===== src/rtl/mw_pkg.sv =====
//------------------------------------------------------------------------------
// mw_pkg : shared types and helpers for the microwave control stage
// Rev 1.0
//------------------------------------------------------------------------------
`default_nettype none

package mw_pkg;

    localparam int DIGIT_W   = 4;
    localparam int KEY_COUNT = 10;

    typedef enum logic [1:0] {
        IDLE  = 2'd0,
        COOK  = 2'd1,
        PAUSE = 2'd2,
        DONE  = 2'd3
    } state_t;

    // Returns the index of the highest set key; callers qualify with a one-hot test.
    function automatic logic [DIGIT_W-1:0] key_encode(input logic [KEY_COUNT-1:0] keys);
        logic [DIGIT_W-1:0] digit;
        digit = '0;
        for (int i = 0; i < KEY_COUNT; i++) begin
            if (keys[i]) begin
                digit = DIGIT_W'(i);
            end
        end
        return digit;
    endfunction

endpackage

`default_nettype wire


===== src/rtl/mw_debounce.sv =====
//------------------------------------------------------------------------------
// mw_debounce : 2-FF synchroniser plus stable-sample debouncer with edge pulses
// Rev 1.0
//------------------------------------------------------------------------------
`default_nettype none

module mw_debounce #(
    parameter int   DEB_CYCLES  = 4,
    parameter logic RESET_LEVEL = 1'b0
) (
    input  logic clk,
    input  logic clrn,
    input  logic raw,
    output logic level,
    output logic rise,
    output logic fall
);

    localparam int                C_CNT_W    = (DEB_CYCLES > 1) ? $clog2(DEB_CYCLES) : 1;
    localparam logic [C_CNT_W-1:0] C_CNT_LAST = C_CNT_W'(DEB_CYCLES - 1);

    logic [1:0]         r_sync;
    logic [C_CNT_W-1:0] r_cnt;

    // r_cnt counts consecutive synchronised samples that disagree with level;
    // the edge pulses are registered alongside the level change itself.
    always_ff @(posedge clk or negedge clrn) begin
        if (!clrn) begin
            r_sync <= {2{RESET_LEVEL}};
            r_cnt  <= '0;
            level  <= RESET_LEVEL;
            rise   <= 1'b0;
            fall   <= 1'b0;
        end else begin
            r_sync <= {r_sync[0], raw};
            rise   <= 1'b0;
            fall   <= 1'b0;
            if (r_sync[1] == level) begin
                r_cnt <= '0;
            end else if (r_cnt == C_CNT_LAST) begin
                r_cnt <= '0;
                level <= r_sync[1];
                rise  <= r_sync[1];
                fall  <= ~r_sync[1];
            end else begin
                r_cnt <= r_cnt + 1'b1;
            end
        end
    end

endmodule

`default_nettype wire


===== src/rtl/mw_control.sv =====
//------------------------------------------------------------------------------
// mw_control : input conditioning, keypad load, 1 Hz tick and cook FSM
// Rev 1.0
//------------------------------------------------------------------------------
`default_nettype none

module mw_control
    import mw_pkg::*;
#(
    parameter int TICK_DIV   = 100,
    parameter int DEB_CYCLES = 4
) (
    input  logic                 clk,
    input  logic                 clrn,
    input  logic [KEY_COUNT-1:0] keypad,
    input  logic                 startn,
    input  logic                 stopn,
    input  logic                 door_closed,
    input  logic                 timer_zero,
    output logic [DIGIT_W-1:0]   data,
    output logic                 loadn,
    output logic                 timer_clrn,
    output logic                 en,
    output logic                 mag_on,
    output logic                 done
);

    localparam int                  C_PRESC_W    = $clog2(TICK_DIV);
    localparam logic [C_PRESC_W-1:0] C_PRESC_LAST = C_PRESC_W'(TICK_DIV - 1);

    logic [KEY_COUNT-1:0] w_key_level;
    logic [KEY_COUNT-1:0] w_key_rise;
    logic [KEY_COUNT-1:0] w_unused_key_fall;
    logic                 w_start_evt;
    logic                 w_unused_start_level;
    logic                 w_unused_start_rise;
    logic                 w_stop_evt;
    logic                 w_unused_stop_level;
    logic                 w_unused_stop_rise;
    logic                 w_door_closed;
    logic                 w_unused_door_rise;
    logic                 w_unused_door_fall;

    generate
        for (genvar gi = 0; gi < KEY_COUNT; gi++) begin : g_key_deb
            mw_debounce #(
                .DEB_CYCLES  (DEB_CYCLES),
                .RESET_LEVEL (1'b0)
            ) u_key_deb (
                .clk   (clk),
                .clrn  (clrn),
                .raw   (keypad[gi]),
                .level (w_key_level[gi]),
                .rise  (w_key_rise[gi]),
                .fall  (w_unused_key_fall[gi])
            );
        end
    endgenerate

    // Buttons are active low, so a press is the falling edge of the debounced level.
    mw_debounce #(
        .DEB_CYCLES  (DEB_CYCLES),
        .RESET_LEVEL (1'b1)
    ) u_start_deb (
        .clk   (clk),
        .clrn  (clrn),
        .raw   (startn),
        .level (w_unused_start_level),
        .rise  (w_unused_start_rise),
        .fall  (w_start_evt)
    );

    mw_debounce #(
        .DEB_CYCLES  (DEB_CYCLES),
        .RESET_LEVEL (1'b1)
    ) u_stop_deb (
        .clk   (clk),
        .clrn  (clrn),
        .raw   (stopn),
        .level (w_unused_stop_level),
        .rise  (w_unused_stop_rise),
        .fall  (w_stop_evt)
    );

    mw_debounce #(
        .DEB_CYCLES  (DEB_CYCLES),
        .RESET_LEVEL (1'b0)
    ) u_door_deb (
        .clk   (clk),
        .clrn  (clrn),
        .raw   (door_closed),
        .level (w_door_closed),
        .rise  (w_unused_door_rise),
        .fall  (w_unused_door_fall)
    );

    logic               w_key_evt;
    logic               w_key_valid;
    logic [DIGIT_W-1:0] w_digit;
    logic               w_tick;

    assign w_key_evt   = |w_key_rise;
    assign w_key_valid = w_key_evt && $onehot(w_key_level);
    assign w_digit     = key_encode(w_key_level);

    state_t               r_state;
    logic [C_PRESC_W-1:0] r_presc;

    assign w_tick = (r_presc == C_PRESC_LAST);

    always_ff @(posedge clk or negedge clrn) begin
        if (!clrn) begin
            r_state    <= IDLE;
            r_presc    <= '0;
            data       <= '0;
            loadn      <= 1'b1;
            timer_clrn <= 1'b0;
            en         <= 1'b0;
            mag_on     <= 1'b0;
            done       <= 1'b0;
        end else begin
            loadn      <= 1'b1;
            timer_clrn <= 1'b1;
            en         <= 1'b0;
            case (r_state)
                IDLE: begin
                    if (w_stop_evt) begin
                        timer_clrn <= 1'b0;
                    end else if (w_start_evt && w_door_closed && !timer_zero) begin
                        r_state <= COOK;
                        r_presc <= '0;
                        mag_on  <= 1'b1;
                    end
                    if (w_key_valid) begin
                        data  <= w_digit;
                        loadn <= 1'b0;
                    end
                end
                COOK: begin
                    // Leaving COOK freezes the prescaler so PAUSE can resume mid-second.
                    if (timer_zero) begin
                        r_state <= DONE;
                        mag_on  <= 1'b0;
                        done    <= 1'b1;
                    end else if (!w_door_closed || w_stop_evt) begin
                        r_state <= PAUSE;
                        mag_on  <= 1'b0;
                    end else if (w_tick) begin
                        r_presc <= '0;
                        en      <= 1'b1;
                    end else begin
                        r_presc <= r_presc + 1'b1;
                    end
                end
                PAUSE: begin
                    if (w_stop_evt) begin
                        r_state    <= IDLE;
                        timer_clrn <= 1'b0;
                    end else if (w_start_evt && w_door_closed) begin
                        r_state <= COOK;
                        mag_on  <= 1'b1;
                    end
                end
                DONE: begin
                    if (w_key_evt || w_start_evt || w_stop_evt || !w_door_closed) begin
                        r_state <= IDLE;
                        done    <= 1'b0;
                    end
                end
                default: begin
                    r_state <= IDLE;
                    mag_on  <= 1'b0;
                    done    <= 1'b0;
                end
            endcase
        end
    end

endmodule

`default_nettype wire

===== config.mk =====
export PLATFORM = sky130hd
export DESIGN_NAME = mw_control
export DESIGN_NICKNAME = d
export VERILOG_FILES = /design/src/rtl/mw_pkg.sv /design/src/rtl/mw_debounce.sv /design/src/rtl/mw_control.sv
export SDC_FILE = /design/constraint.sdc
export NUM_CORES = 1
export LEC_CHECK = 0
export BUFFER_PORTS_ARGS = -buffer_cell sky130_fd_sc_hd__buf_2
export CORE_MARGIN = 10
export CORE_UTILIZATION = 57
export CTS_BUF_LIST = sky130_fd_sc_hd__clkbuf_2
export DETAILED_ROUTE_END_ITERATION = 16
export PLACE_DENSITY = 0.78
export SYNTH_ARGS = -nofsm -noshare
export SYNTH_HDL_FRONTEND = slang
export SYNTH_HIERARCHICAL = 1
export SYNTH_SLANG_ARGS = --single-unit

===== constraint.sdc =====
create_clock -name clk -period 4 [get_ports clk]
set_clock_uncertainty 0.05 [all_clocks]
set_input_delay 0.2 -clock clk [delete_from_list [all_inputs] [get_ports clk]]
set_output_delay 0.2 -clock clk [all_outputs]
set_load 0.005 [all_outputs]

After elaboration in Yosys (flattened, before gate mapping). Cells that the tools add are included.

Bits in registers: 95. Output and inout port bits: 9.

Add/subtract/negate cells: 23. Equal/unequal tests: 41. Mux-type cells: 91. Bitwise logic cells: 15. Reduce and logical (&&, ||, !) cells: 33.

Operators by type and width (count): 2-to-1 mux 2 bit (34); 2-to-1 mux 1 bit (41); 2-to-1 mux 7 bit (5); equality test 2 bit, second input constant (15); 2-to-1 mux 4 bit (7); AND reduction 2 bit (14); adder 2 x 1 -> 2 bit, second input constant (13); inequality test 2 bit, second input constant (8); inverter 1 bit (15); case mux 7 bit (2 select lines) (1); equality test 1 bit (13); adder 1 x 1 -> 2 bit (5); AND reduction 5 bit (2); OR reduction 10 bit (1); case mux 2 bit (4 select lines) (1); adder 7 x 1 -> 7 bit, second input constant (1); equality test 7 bit, second input constant (1); adder 2 x 2 -> 3 bit (2); AND reduction 6 bit (1); adder 3 x 3 -> 4 bit (1); adder 4 x 2 -> 4 bit (1); equality test 4 x 1 -> 1 bit, second input constant (1); logical OR 1 bit (4); nonzero test 2 bit (2); other kinds (11) (14).

Depth between registers and ports, before layout.
Word-level depth: 9. Mapped depth: 13. Mapped depth without buffers: 12.

Hierarchy. Netlist, hierarchy kept.

Modules (own cells, without submodules): mw_debounce at g_key_deb[0].u_key_deb ... (times used 11, cells each 14, area each 244.0 um^2, seq. area each 175.2 um^2); mw_control (times used 1, cells each 125, area each 1183.6 um^2, seq. area each 451.7 um^2); mw_debounce at u_start_deb ... (times used 2, cells each 14, area each 247.7 um^2, seq. area each 178.9 um^2).

Worst setup path before layout. Ideal clock, no wire load.

Path type: reg2reg. Start: register g_key_deb[0].u_key_deb.level. End: register data[0]. Arrival time: 3543 ps. Required time: 3825 ps. Setup slack: 282 ps. Cell stages (with the launch flop): 14. Path buffers: 1. Period minus slack after synthesis: 3718 ps. Cells stage by stage: dfrtp_1 fa_1 fa_1 inv_1 fa_1 inv_1 ha_1 inv_1 fa_1 a2111oi_0 a21o_2 and3_1 buf_6 mux2_4.

Longest elaborated chain between the ends: 7.

RTL lines: from (decl) (line mw_debounce.sv:14) `output logic level,`; from (signal assigned) (line mw_debounce.sv:42) `level <= r_sync[1];`; adder 1 x 1 -> 2 bit (not written as such) (line mw_control.sv:103) `assign w_key_valid = w_key_evt && $onehot(w_key_level);`; adder 2 x 2 -> 3 bit (not written as such) (line mw_control.sv:103); adder 3 x 3 -> 4 bit (not written as such) (line mw_control.sv:103); adder 4 x 2 -> 4 bit (not written as such) (line mw_control.sv:103); equality test 4 x 1 -> 1 bit (line mw_control.sv:103); logical AND 1 bit (line mw_control.sv:103); AND reduction 2 bit (no line); to (signal assigned) (line mw_control.sv:135) `data <= w_digit;`; to (decl) (line mw_control.sv:20) `output logic [DIGIT_W-1:0] data,`.

No other way between the ends. A chain may end at the register's enable or synchronous reset.

Worst setup path in the final report.
Start: register g_key_deb[0].u_key_deb.level. End: register data[2].

Same word-level chain as after synthesis.

==> results.sh <==
export IMPL_status="completed"
export IMPL_slew_headroom_pct=56.7
export IMPL_grt_pass1_wl_microns=10100
export IMPL_synth_area_sq_um=3870
export IMPL_fin_crit_ns=3.86
export IMPL_layout_commonest_cell="dfrtp_1"
export IMPL_chipHeight_microns=102
export IMPL_grt_pass1_vias=2232
export IMPL_cpPeakStageDelay_ns=0.51
export IMPL_syn2layout_area_growth_pct=13.1
export IMPL_p_leak_nw=2.08
export IMPL_syn_num_nets=317
export IMPL_hp_class="in2async"
export IMPL_n_antenna_cell=0
export IMPL_yosys_warnings=6
export IMPL_stdcell_area_sq_um=4380
export IMPL_layout_nets=369
export IMPL_dr_first_iter_drc_count=57
export IMPL_die_w_microns=102
export IMPL_clock_fmax_mhz=259
export IMPL_vias_per_cell=5.26
export IMPL_syn_avg_cell_area_sq_um=13.9
export IMPL_final_cell_mix="dfrtp_1, buf_2, inv_1, ha_1, dlygate4sd3_1"
export IMPL_cp_data_required_time_ns=4.41
export IMPL_crit_arrival_ns=4.27
export IMPL_clock_sinks=95
export IMPL_crit_slowest_cell="fa_1"
export IMPL_clk_root_buffer_cell="clkbuf_2"
export IMPL_worstSetupEndpointType="register"
export IMPL_final_hold_viol_count=0
export IMPL_clock_path_buffers=2
export IMPL_die_area_sq_um=10500
export IMPL_cts_buffers=9
export IMPL_cts_tree="yes"
export IMPL_critPathMaxFanout=5
export IMPL_syn_inst=279
export IMPL_report_final_setup_viol=0
export IMPL_rows=29
export IMPL_power_density_nw_per_um2=718
export IMPL_final_layout_size_suffix_gt1_share_pct=27.7
export IMPL_worstMarginPinSlew_ns=0.649
export IMPL_globalplace_congestion=0.829
export IMPL_peakVddDrop_uv=391
export IMPL_hpwl_microns=4070
export IMPL_start_kind="register"
export IMPL_wl_microns=5760
export IMPL_clock_latency_ns=0.56
export IMPL_drc=0
export IMPL_detail_route_antenna_nets=0
export IMPL_cpMostUsedCell="fa_1"
export IMPL_grt_overflow_total=0
export IMPL_htreeDepth=3
export IMPL_via_count=2174
export IMPL_post_drt_wl_per_cell_microns=13.9
export IMPL_finish_utilization_pct=67.8
export IMPL_dr_pass1_iters=4
export IMPL_clkTransAtPathRegs_ns=0.26
export IMPL_port_buffers=24
export IMPL_drv_slew=0
export IMPL_grt_max_degree=56
export IMPL_fin_crit_sh_pct=96.6
export IMPL_maxCapViolations=0
export IMPL_path_class="reg2reg"
export IMPL_ios=25
export IMPL_grt_util_all_layers_pct=12.4
export IMPL_antenna_found_initial=0
export IMPL_path_cells="fa_1 > fa_1 > inv_1 > fa_1 > inv_1 > ha_1 > inv_1 > fa_1 > a2111oi_2 > a21o_2 > and3_4 > mux2_4"
export IMPL_postPlaceCellArea_sq_um=4080
export IMPL_initial_core_util_pct=60.0
export IMPL_core_sq_um=6460
-- state kept, by name (all words and copies together), names as in the netlist, 2 cells and up --
| signal | flops |
|---|---|
| u_start_deb/r_cnt | 2 |
| u_door_deb/r_cnt | 2 |
| u_stop_deb/r_cnt | 2 |
| u_door_deb/r_sync | 2 |
| data | 4 |
| g_key_deb.u_key_deb/rise | 10 |
| g_key_deb.u_key_deb/r_cnt | 20 |
| u_start_deb/r_sync | 2 |
| u_stop_deb/r_sync | 2 |
| g_key_deb.u_key_deb/level | 10 |
| g_key_deb.u_key_deb/r_sync | 20 |
| r_state | 2 |
| r_presc | 7 |
-- worst max-delay path, delay by kind of cell, from the launching register on --
kind | cells | cell delay (ns)
flip-flops | 1 | 0.49
AND/OR/NAND/NOR | 1 | 0.23
buffers and inverters | 3 | 0.18
adder cells (fa/ha/maj) | 5 | 2.01
multiplexers | 1 | 0.30
AO/OA/AOI/OAI | 2 | 0.50
-- power breakdown --
part           switching (mW)  leakage (nW)  internal (mW)
registers               0.207          1.17           1.21
logic                   0.646         0.854          0.663
clock network           0.327        0.0650         0.0914
-- layer usage --
| metal | vias to the layer above | routed length [microns] | GRT usage (%) |
|---|---|---|---|
| met5 | - | 0 | 0 |
| met4 | 0 | 112 | 5.10 |
| met3 | 16 | 285 | 5.60 |
| met2 | 35 | 2670 | 18.5 |
| met1 | 1056 | 2690 | 15.2 |
| li1 | 1067 | - | - |
-- layout make-up --
| type | count | area [sq um] |
|---|---|---|
| Fill cell | 475 | 2080 |
| Timing Repair Buffer | 44 | 310 |
| Inverter | 19 | 71.3 |
| Sequential cell | 95 | 2390 |
| Tap cell | 77 | 96.3 |
| Multi-Input combinational cell | 162 | 1410 |
| Clock buffer | 9 | 45.0 |
| Clock inverter | 7 | 55.1 |
-- worst paths after layout --
kind                                                  start                                to  slack, ns  cells after the start
max in group asynchronous                              clrn                  u_stop_deb/level       2.80                      3
min in group clk                                      stopn              u_stop_deb/r_sync[0]       0.18                      2
min                                                    clrn   g_key_deb[3].u_key_deb/r_cnt[1]       0.12                      2
min reg2reg                g_key_deb[8].u_key_deb/r_sync[0]  g_key_deb[8].u_key_deb/r_sync[1]       0.32                      0
max                            g_key_deb[0].u_key_deb/level                           data[2]       0.14                     12
max reg2reg                    g_key_deb[0].u_key_deb/level                           data[2]       0.14                     12
-- per-stage QoR --
stage	setup WS [ns]	cells	setup TNS, ns	hold WS [ns]	power (mW)
2_1_floorplan	0.290	279	0	-0.146	2.31
3_3_place_gp	0.182	378	0	0.226	2.53
3_5_place_dp	0.0810	378	0	0.232	2.63
4_1_cts	0.0401	409	0	0.0938	3.08
5_1_grt	-0.0459	413	-0.125	0.0998	3.45
6_report	0.137	413	0	0.116	3.14
-- what timing repair did --
action,in CTS,in global routing
setup buffers,0,4
endpoints found under the setup margin,0,4
resized for setup,0,9
hold buffers,15,0
endpoints found under the hold margin,70,0
Power figures use the tool's default switching activity.
